--- config.mk ---
export PLATFORM = sky130hd
export DESIGN_NAME = fetch_queue
export DESIGN_NICKNAME = d
export VERILOG_FILES = /design/src/rtl/riscv_fetch_pkg.sv /design/src/rtl/fetch_queue.sv
export SDC_FILE = /design/constraint.sdc
export NUM_CORES = 1
export LEC_CHECK = 0
export CAP_MARGIN = 20
export CORE_ASPECT_RATIO = 1.2
export CORE_UTILIZATION = 45
export CTS_CLUSTER_SIZE = 8
export DETAILED_ROUTE_END_ITERATION = 10
export PLACE_DENSITY = 0.67
export SYNTH_ARGS = -nofsm -noshare
export SYNTH_HDL_FRONTEND = slang
export SYNTH_SLANG_ARGS = --single-unit
--- constraint.sdc ---
create_clock -name clk -period 4.77 [get_ports clk]
set_input_delay 0.954 -clock clk [delete_from_list [all_inputs] [get_ports clk]]
set_output_delay 0.954 -clock clk [all_outputs]
set_load 0.01 [all_outputs]
--- src/rtl/riscv_fetch_pkg.sv ---
// Shared types and widths for the instruction-fetch queue.
package riscv_fetch_pkg;

  localparam int INSTR_W = 32;
  localparam int XLEN    = 64;

  typedef struct packed {
    logic               valid;
    logic               filled;
    logic [XLEN-1:0]    pc;
    logic [INSTR_W-1:0] instr;
  } fetch_entry_t;

endpackage

--- src/rtl/fetch_queue.sv ---
// Fetch stage: issues PCs to instruction memory and queues returned words in order for decode.
// Define FETCH_PERF_EN to add the perf_stall / perf_drop counters.
module fetch_queue
  import riscv_fetch_pkg::*;
#(
  parameter int DEPTH           = 4,
  parameter int MAX_OUTSTANDING = 4
) (
  input  logic               clk,
  input  logic               rst,
  input  logic [XLEN-1:0]    addr,
  input  logic               mispred,
  output logic               ready,
  output logic               imem_req_valid,
  input  logic               imem_req_ready,
  output logic [XLEN-1:0]    imem_req_addr,
  input  logic               imem_resp_valid,
  input  logic [INSTR_W-1:0] imem_resp_data,
  output logic               dec_valid,
  input  logic               dec_ready,
  output logic [XLEN-1:0]    dec_pc,
  output logic [INSTR_W-1:0] dec_instr
`ifdef FETCH_PERF_EN
  ,
  output logic [63:0]        perf_stall,
  output logic [63:0]        perf_drop
`endif
);

  localparam int PW      = $clog2(DEPTH);
  localparam int CNT_MAX = (MAX_OUTSTANDING > DEPTH) ? MAX_OUTSTANDING : DEPTH;
  localparam int CW      = $clog2(CNT_MAX) + 1;
  localparam logic [CW:0]   MAX_C   = (CW+1)'(MAX_OUTSTANDING);
  localparam logic [CW-1:0] DEPTH_C = CW'(DEPTH);

  fetch_entry_t entries_q [DEPTH];
  fetch_entry_t entries_d [DEPTH];
  logic [PW-1:0] head_q, head_d, tail_q, tail_d, fill_q, fill_d;
  logic [CW-1:0] count_q, count_d, drop_cnt_q, drop_cnt_d;

  logic [CW-1:0] unfilled;
  logic [CW:0]   inflight;
  logic          pop;
  logic          resp_drop;
  logic          resp_fill;

  always_comb begin
    unfilled = '0;
    for (int i = 0; i < DEPTH; i++) begin
      if (entries_q[i].valid && !entries_q[i].filled) unfilled = unfilled + 1'b1;
    end
  end

  assign inflight       = {1'b0, drop_cnt_q} + {1'b0, unfilled};
  assign imem_req_valid = rst && !mispred && (count_q < DEPTH_C) && (inflight < MAX_C);
  assign imem_req_addr  = addr;
  assign ready          = imem_req_valid && imem_req_ready;

  assign dec_valid = entries_q[head_q].valid && entries_q[head_q].filled;
  assign dec_pc    = entries_q[head_q].pc;
  assign dec_instr = entries_q[head_q].instr;

  assign pop       = dec_valid && dec_ready;
  assign resp_drop = imem_resp_valid && (drop_cnt_q != '0);
  assign resp_fill = imem_resp_valid && (drop_cnt_q == '0);

  // A flush wins over everything else; responses already owed by memory become drops.
  always_comb begin
    entries_d  = entries_q;
    head_d     = head_q;
    tail_d     = tail_q;
    fill_d     = fill_q;
    count_d    = count_q;
    drop_cnt_d = drop_cnt_q;
    if (mispred) begin
      for (int i = 0; i < DEPTH; i++) entries_d[i] = '0;
      head_d     = '0;
      tail_d     = '0;
      fill_d     = '0;
      count_d    = '0;
      drop_cnt_d = drop_cnt_q + unfilled - CW'(imem_resp_valid);
    end else begin
      if (resp_drop) drop_cnt_d = drop_cnt_q - 1'b1;
      if (resp_fill) begin
        entries_d[fill_q].instr  = imem_resp_data;
        entries_d[fill_q].filled = 1'b1;
        fill_d = fill_q + 1'b1;
      end
      if (pop) begin
        entries_d[head_q].valid = 1'b0;
        head_d = head_q + 1'b1;
      end
      if (ready) begin
        entries_d[tail_q].valid  = 1'b1;
        entries_d[tail_q].filled = 1'b0;
        entries_d[tail_q].pc     = addr;
        entries_d[tail_q].instr  = '0;
        tail_d = tail_q + 1'b1;
      end
      count_d = count_q + CW'(ready) - CW'(pop);
    end
  end

  always_ff @(posedge clk or negedge rst) begin
    if (!rst) begin
      for (int i = 0; i < DEPTH; i++) entries_q[i] <= '0;
      head_q     <= '0;
      tail_q     <= '0;
      fill_q     <= '0;
      count_q    <= '0;
      drop_cnt_q <= '0;
    end else begin
      for (int i = 0; i < DEPTH; i++) entries_q[i] <= entries_d[i];
      head_q     <= head_d;
      tail_q     <= tail_d;
      fill_q     <= fill_d;
      count_q    <= count_d;
      drop_cnt_q <= drop_cnt_d;
    end
  end

`ifdef FETCH_PERF_EN
  logic [63:0] perf_stall_q, perf_drop_q;

  always_ff @(posedge clk or negedge rst) begin
    if (!rst) begin
      perf_stall_q <= '0;
      perf_drop_q  <= '0;
    end else begin
      if (!ready && !mispred) perf_stall_q <= perf_stall_q + 64'd1;
      if (imem_resp_valid && ((drop_cnt_q != '0) || mispred)) perf_drop_q <= perf_drop_q + 64'd1;
    end
  end

  assign perf_stall = perf_stall_q;
  assign perf_drop  = perf_drop_q;
`endif

  // Memory must never return a word that no live or dropped request is waiting for.
  assert property (@(posedge clk) disable iff (!rst)
    (imem_resp_valid && (drop_cnt_q == '0)) |-> (unfilled != '0));

endmodule
==> results of run 1 <==
-- metal layers --
metal  vias to the layer above  part of all wire (%)
met1                      6891                    43
li1                       6062                     -
met5                         -                 0.050
met4                         4                   1.9
met3                        80                   7.0
met2                       337                    48
-- synthesized netlist by cell type, drive strengths merged (7+ instances only) --
master    n
buf     122
dfrtp   404
nor3    135
mux4     97
inv      20
nor2      8
nand2b  322
clkbuf   76
ha       22
nand2     7
a21oi    10
xnor2     8
mux2i   386
nand3     8
-- timing repair --
action | in CTS | in global routing
endpoints found under the hold margin | 0 | 0
gates resized for setup | 9 | 5
pin swaps | 2 | 3
hold buffers | 0 | 0
buffers inserted | 0 | 5
endpoints found under the setup margin | 2 | 2
-- power by group through the flow --
stage / logic [mW] / clock network (mW) / registers (mW)
6_report: 1.06 / 3.49 / 3.57
5_1_grt: 1.15 / 3.71 / 3.57
4_1_cts: 1.06 / 3.59 / 3.56
3_5_place_dp: 1.05 / 0 / 3.62
3_3_place_gp: 1.04 / 0 / 3.62
2_1_floorplan: 0.602 / 0 / 3.60
-- how the worst max path moves through the flow --
stage	from	endpoint	slack, ns	depth (start not counted)
CTS	entries_q[194]	imem_req_valid	-0.03	10
global placement	entries_q[194]	imem_req_valid	0.35	10
finish	entries_q[390]	ready	0.21	10
floorplan	entries_q[194]	count_q[2]	0.73	16
detailed placement	entries_q[194]	imem_req_valid	0.33	10
global route	entries_q[390]	ready	0.03	10
-- through the flow --
step / hold slack (ns) / setup slack [ns] / util (%)
floorplan: 0.510 / 0.734 / -
global placement: 0.524 / 0.354 / 51.4
detailed placement: 0.532 / 0.335 / 51.4
CTS: 0.137 / -0.0289 / 54.6
global route: 0.154 / 0.0340 / 54.8
finish: 0.167 / 0.210 / 54.8
-- state kept, by name, summed over array words and instances (netlist names) --
register,count
entries_q,392
head_q,2
tail_q,2
fill_q,2
drop_cnt_q,3
count_q,3
-- cells by family after synthesis --
logic type | after synthesis
AND/OR/NAND/NOR | 493
multiplexers | 485
flip-flops | 404
buffers and inverters | 218
AO/OA/AOI/OAI | 32
adder cells (fa/ha/maj) | 25
XOR/XNOR | 10
-- final cells by class --
class                      count  area [um^2]  share of cell area [%]
tap                          616          771                    3.06
sequential                   404        10100                    40.2
timing repair buffer         296         3010                    12.0
inverter                      20         75.1                   0.298
clock buffer                  59         1410                    5.61
multi-input combinational   1045         9730                    38.6
clock inverter                 4         52.6                   0.209
==> run metrics, run 1 <==
status=completed; CP cell instances=nor2b_4 -> xnor3_2 -> ha_1 -> mux2_2 -> ha_1 -> or4b_1 -> nor3_4 -> nand2_2 -> nor2_4 -> clkdlybuf4s15_1; chip height=238 um; Buffers & Inverters on Critical Path=1; crit path time final=about 4.6 ns; GRT busiest layer=met2; Mapped Cells=about 1700; Fin Setup TNS=0 ns; Clock Sinks=between 400 and 500; Pre-antenna DRT Iters=5; # DRC=0; largest family of logic cells by synthesized area=multiplexers; post-synthesis compound-gate area fraction=~1.1%; Buffers on Ports=264; Sequential Power Share=43.9%; reg-to-reg startpoint=entries_q[390]; RSZ-0062 raised after global routing=false; worst r2r dst=count_q[2]; fill count=3916; most common cell after layout, fill and taps aside=dfrtp_1; met1 Track Usage GR=28.6%; first-pass GRT wire length=81000 um; reg2reg setup slack=0.89 ns; XOR/XNOR share of the synthesized area=0.520%; placed cells=around 2400; highest clock rate=219 MHz; die width=199 um; vias in the first global route=14566; die area=47400 um^2; simple-gate share of the synthesized area=13.7%; Int Power=6.09 mW; Worst-Skew Late Latency=0.60 ns; WS Path Type=reg -> out; Pwr per Cell Area=322 nW/um^2; share of flip-flops with an asynchronous set or reset=100%; Design Area, Final=25200 um^2; layout cell share with drive strength beyond 1=about 12%; n_diodes=0; commonest cells after routing, fill and taps aside=dfrtp_1 (402), mux2i_1 (386), nand2b_1 (322), clkdlybuf4s50_1 (260), nor3_1 (134); # nets final=1949; Sw Pwr=2.02 mW; initial drt markers=between 700 and 800; dpl cell area=between 20000 and 25000 um^2; GRT Total Usage=around 22%; routed vias=13374; core area=45900 um^2; total congestion overflow=0; I/O pin cnt=265; max-slew violations=0; Worst VDD drop=0.000265 V; Mapped Avg Cell Area=between 10 and 15 um^2; clock power share=43.0%; startpoint types=register; crit end category=primary output; GRT met2 Usage=35.3%; Syn. warnings=0; Reg clk slew, reported paths=~0.05 ns; Most used DFF post-synth=dfrtp_1; Yosys cell types=34; leak pwr=12.8 nW; CTS tree=yes; overall power=slightly above 8 mW; register area share after synthesis=about half; area share of the largest cell type after synthesis=48.3%; max incr delay on CP=0.55 ns; largest net degree at the start of global routing=about 280; Critical Path RT=3.82 ns; #FFs+latches synth=404; CTS max path bufs=3; GPL Wtd Cong=~0.78; row cnt=86; clock skew=0.0184 ns; Synth Cell Area=21000 um^2; Routed Wire Length=50300 um; Final Hold Vio Count=0; Critical Path AT=3.61 ns; Final Non-Filler Cells=2444; most frequent CP cell=ha_1; synth top area cells=dfrtp_1 (48%), mux2i_1 (18%), mux4_2 (10%), nand2b_1 (9.6%), nor3_1 (3.2%); mux share of post-synthesis cell area=29.0%; Setup-failing EPs final=0; H-tree depth=2; Tightest Hold Check Type=in -> async; M3 GR Usage=5.71%; antenna violations before repair=2; combinational share of power=13.1%; post-synth top area cell=dfrtp_1; Crit path max-delay family=simple AND/OR/NAND/NOR gates; placed wire-length estimate=roughly 28000 um; wire length per cell=20.6 um; worst-path maximum fanout=3; Synth Net Count=1793; Post-synth EDFFs=0; worst slew pin tran=1.22 ns; max_slew headroom=around 19%; Vias/cell=5.47; layout-stage area growth over the synthesis result=20.1%; Max Cap Viol=0; post-synthesis adder-cell area fraction=approximately 1.6%; R2R depth=15; crit share post-route=between 90% and 100%; fraction of power spent switching nets=24.9%; slowest CP cell=or4b_1; Routed Antenna Nets=0; Clock Tree Root=clkbuf_16; Num CTS Buffers=56; effective utilization at floorplan=between 40% and 50%
No activity file was read; power rests on OpenSTA's default activity.
==> inputs of run 2 (changes only) <==
- clock period: 4.77 -> 4.9 ns (I/O delays scaled with it)
==> run 2 against run 1 <==
Cell area hardly changed; critical path depth grew 1; count of clock-buffer cells in the layout rose by 1; worst hold slack better by 0.37 ns; sequential share of layout area about the same; flip-flop and latch count stayed put; combinational power shrank 4%; non-clock buffer count decreased by 1; core utilization about the same; largest power group unchanged; sequential power decreased by 3%; largest cell class unchanged; die area stayed put.
==> run metrics, run 2 (synthesized netlist as in run 1, its figures left out) <==
crit share post-route=96.9%; H-tree depth=2 (unchanged); Final Hold Vio Count=0 (unchanged); Worst VDD drop=0.000245 V (was 0.000265 V); Clock Tree Root=clkbuf_16 (unchanged); Setup-failing EPs final=0 (unchanged); commonest cells after routing, fill and taps aside=dfrtp_1 (402), mux2i_1 (386), nand2b_1 (322), clkdlybuf4s50_1 (260), nor3_1 (134) (unchanged); die area=47400 um^2 (unchanged); WS Path Type=reg -> out (unchanged); Post-CTS Hold Buffers=0 (unchanged); max_slew headroom=18.7% (was 18.6%); first-pass GRT wire length=81200 um (was 81000 um); most common cell after layout, fill and taps aside=dfrtp_1 (unchanged); Fin Setup TNS=0 ns (unchanged); die width=199 um (unchanged); Tightest Hold Check Type=reg -> reg (was in -> async); Hold Slack=0.537 ns (was 0.167 ns); worst slew pin tran=1.22 ns (about the same); I/O pin cnt=265 (unchanged); CTS max path bufs=3 (unchanged); placed cells=2378 (was 2375); GPL Wtd Cong=0.760 (was 0.782); total congestion overflow=0 (unchanged); layout-stage area growth over the synthesis result=20.1% (about the same); chip height=238 um (unchanged); CP cell instances=nor2b_4 -> xnor3_1 -> ha_1 -> mux2_2 -> ha_1 -> or4b_1 -> nor3_4 -> buf_4 -> buf_6 -> nor2b_1 -> buf_2 (was nor2b_4 -> xnor3_2 -> ha_1 -> mux2_2 -> ha_1 -> or4b_1 -> nor3_4 -> nand2_2 -> nor2_4 -> clkdlybuf4s15_1); antenna violations before repair=3 (was 2); status=completed (unchanged); Clock Sinks=404 (unchanged); Vias/cell=5.47 (about the same); Final Non-Filler Cells=2444 (unchanged); CTS tree=yes (unchanged); max incr delay on CP=0.55 ns (about the same); Routed Antenna Nets=0 (unchanged); Design Area, Final=25200 um^2 (about the same); Num CTS Buffers=56 (unchanged); largest net degree at the start of global routing=185 (was 283); Buffers on Ports=264 (unchanged); wire length per cell=20.6 um (about the same); slowest CP cell=or4b_1 (unchanged); layout cell share with drive strength beyond 1=11.5% (was 11.6%); crit end category=primary output (unchanged); Worst-Skew Late Latency=0.59 ns (was 0.60 ns); Max Cap Viol=0 (unchanged); highest clock rate=211 MHz; Pre-antenna DRT Iters=5 (unchanged); Critical Path RT=3.92 ns (was 3.82 ns); Pwr per Cell Area=314 nW/um^2 (was 322 nW/um^2); vias in the first global route=14763 (was 14566); max FFs per register=392 (unchanged); most frequent CP cell=ha_1 (unchanged); Routed Wire Length=50400 um (was 50300 um); Reg clk slew, reported paths=0.05 ns (about the same); row cnt=86 (unchanged); Top reg by flops=entries_q (unchanged); fill count=3902 (was 3916); placed wire-length estimate=29400 um (was 28500 um); Critical Path AT=3.77 ns (was 3.61 ns); register area=10100 um^2 (unchanged); # DRC=0 (unchanged); initial drt markers=711 (was 788); dpl cell area=23700 um^2 (was 23600 um^2); biggest regs=entries_q: 392 flops, count_q: 3 flops, drop_cnt_q: 3 flops (unchanged); worst-path maximum fanout=11 (was 3); clock skew=0.0110 ns (was 0.0184 ns); area of the multi-input gates=9720 um^2 (was 9730 um^2); GRT Total Usage=21.9% (was 21.8%); # nets final=1948 (was 1949); max-slew violations=0 (unchanged); crit path time final=around 4.7 ns; overall power=7.90 mW (was 8.11 mW); core area=45900 um^2 (unchanged); effective utilization at floorplan=45.6% (unchanged); routed vias=13364 (was 13374); startpoint types=register (unchanged); leak pwr=12.8 nW (about the same)
[run 2: where the power goes]
part | leakage (nW) | internal [mW] | total, mW | switching [mW]
logic | 6.43 | 0.495 | 1.02 | 0.528
clock network | 0.719 | 2.03 | 3.41 | 1.38
registers | 5.63 | 3.42 | 3.47 | 0.0501
total | 12.8 | 5.95 | 7.90 | 1.95
[run 2: area by class of cell]
type | instances | share of cell area (%)
Sequential cell | 404 | 40.2
Clock buffer | 60 | 5.71
Multi-Input combinational cell | 1045 | 38.6
Antenna cell | 1 | 0.00995
Clock inverter | 3 | 0.0895
Tap cell | 616 | 3.06
Timing Repair Buffer | 295 | 12.0
Inverter | 20 | 0.298
[run 2: worst paths after layout]
check / startpoint / endpoint / slack [ns] / depth (start not counted)
worst min register to register: entries_q[93] / entries_q[93] / 0.54 / 2
worst max register to register: entries_q[390] / count_q[2] / 0.81 / 16
worst min-delay path: entries_q[93] / entries_q[93] / 0.54 / 2
max in group asynchronous: rst / entries_q[256] / 2.70 / 3
min in group asynchronous: rst / entries_q[16] / 0.58 / 2
worst max-delay path: entries_q[390] / imem_req_valid / 0.15 / 11
[run 2: what timing repair did]
action | 4_1_cts | 5_1_grt
gates resized for setup | 4 | 8
buffers inserted | 0 | 2
pin swaps | 0 | 3
hold endpoints to repair | 0 | 0
setup endpoints to repair | 2 | 2
[run 2: worst max-delay path, delay by kind of cell, from the launching register on]
family | cells | cell delay [ns]
mux | 1 | 0.28
flops | 1 | 0.41
xor+xnor | 1 | 0.47
fa+ha+maj | 2 | 0.49
buf+inv | 3 | 0.47
simple gates | 4 | 1.06
[run 2: metrics by stage]
| stage | util (%) | setup slack [ns] |
|---|---|---|
| global placement | 51.5 | 0.433 |
| detailed placement | 51.5 | 0.428 |
| global route | 54.8 | -0.00702 |
| finish | 54.8 | 0.150 |
| floorplan | - | 0.864 |
| CTS | 54.7 | -0.150 |
[run 2: routing by layer]
layer  global-route usage [%]  vias up  part of all wire (%)
met2                     35.9      296                    48
met1                     29.5     6933                    44
met4                     5.71        4                   1.6
li1                         -     6066                     -
met3                     4.69       65                   5.7
met5                        0        -                 0.052
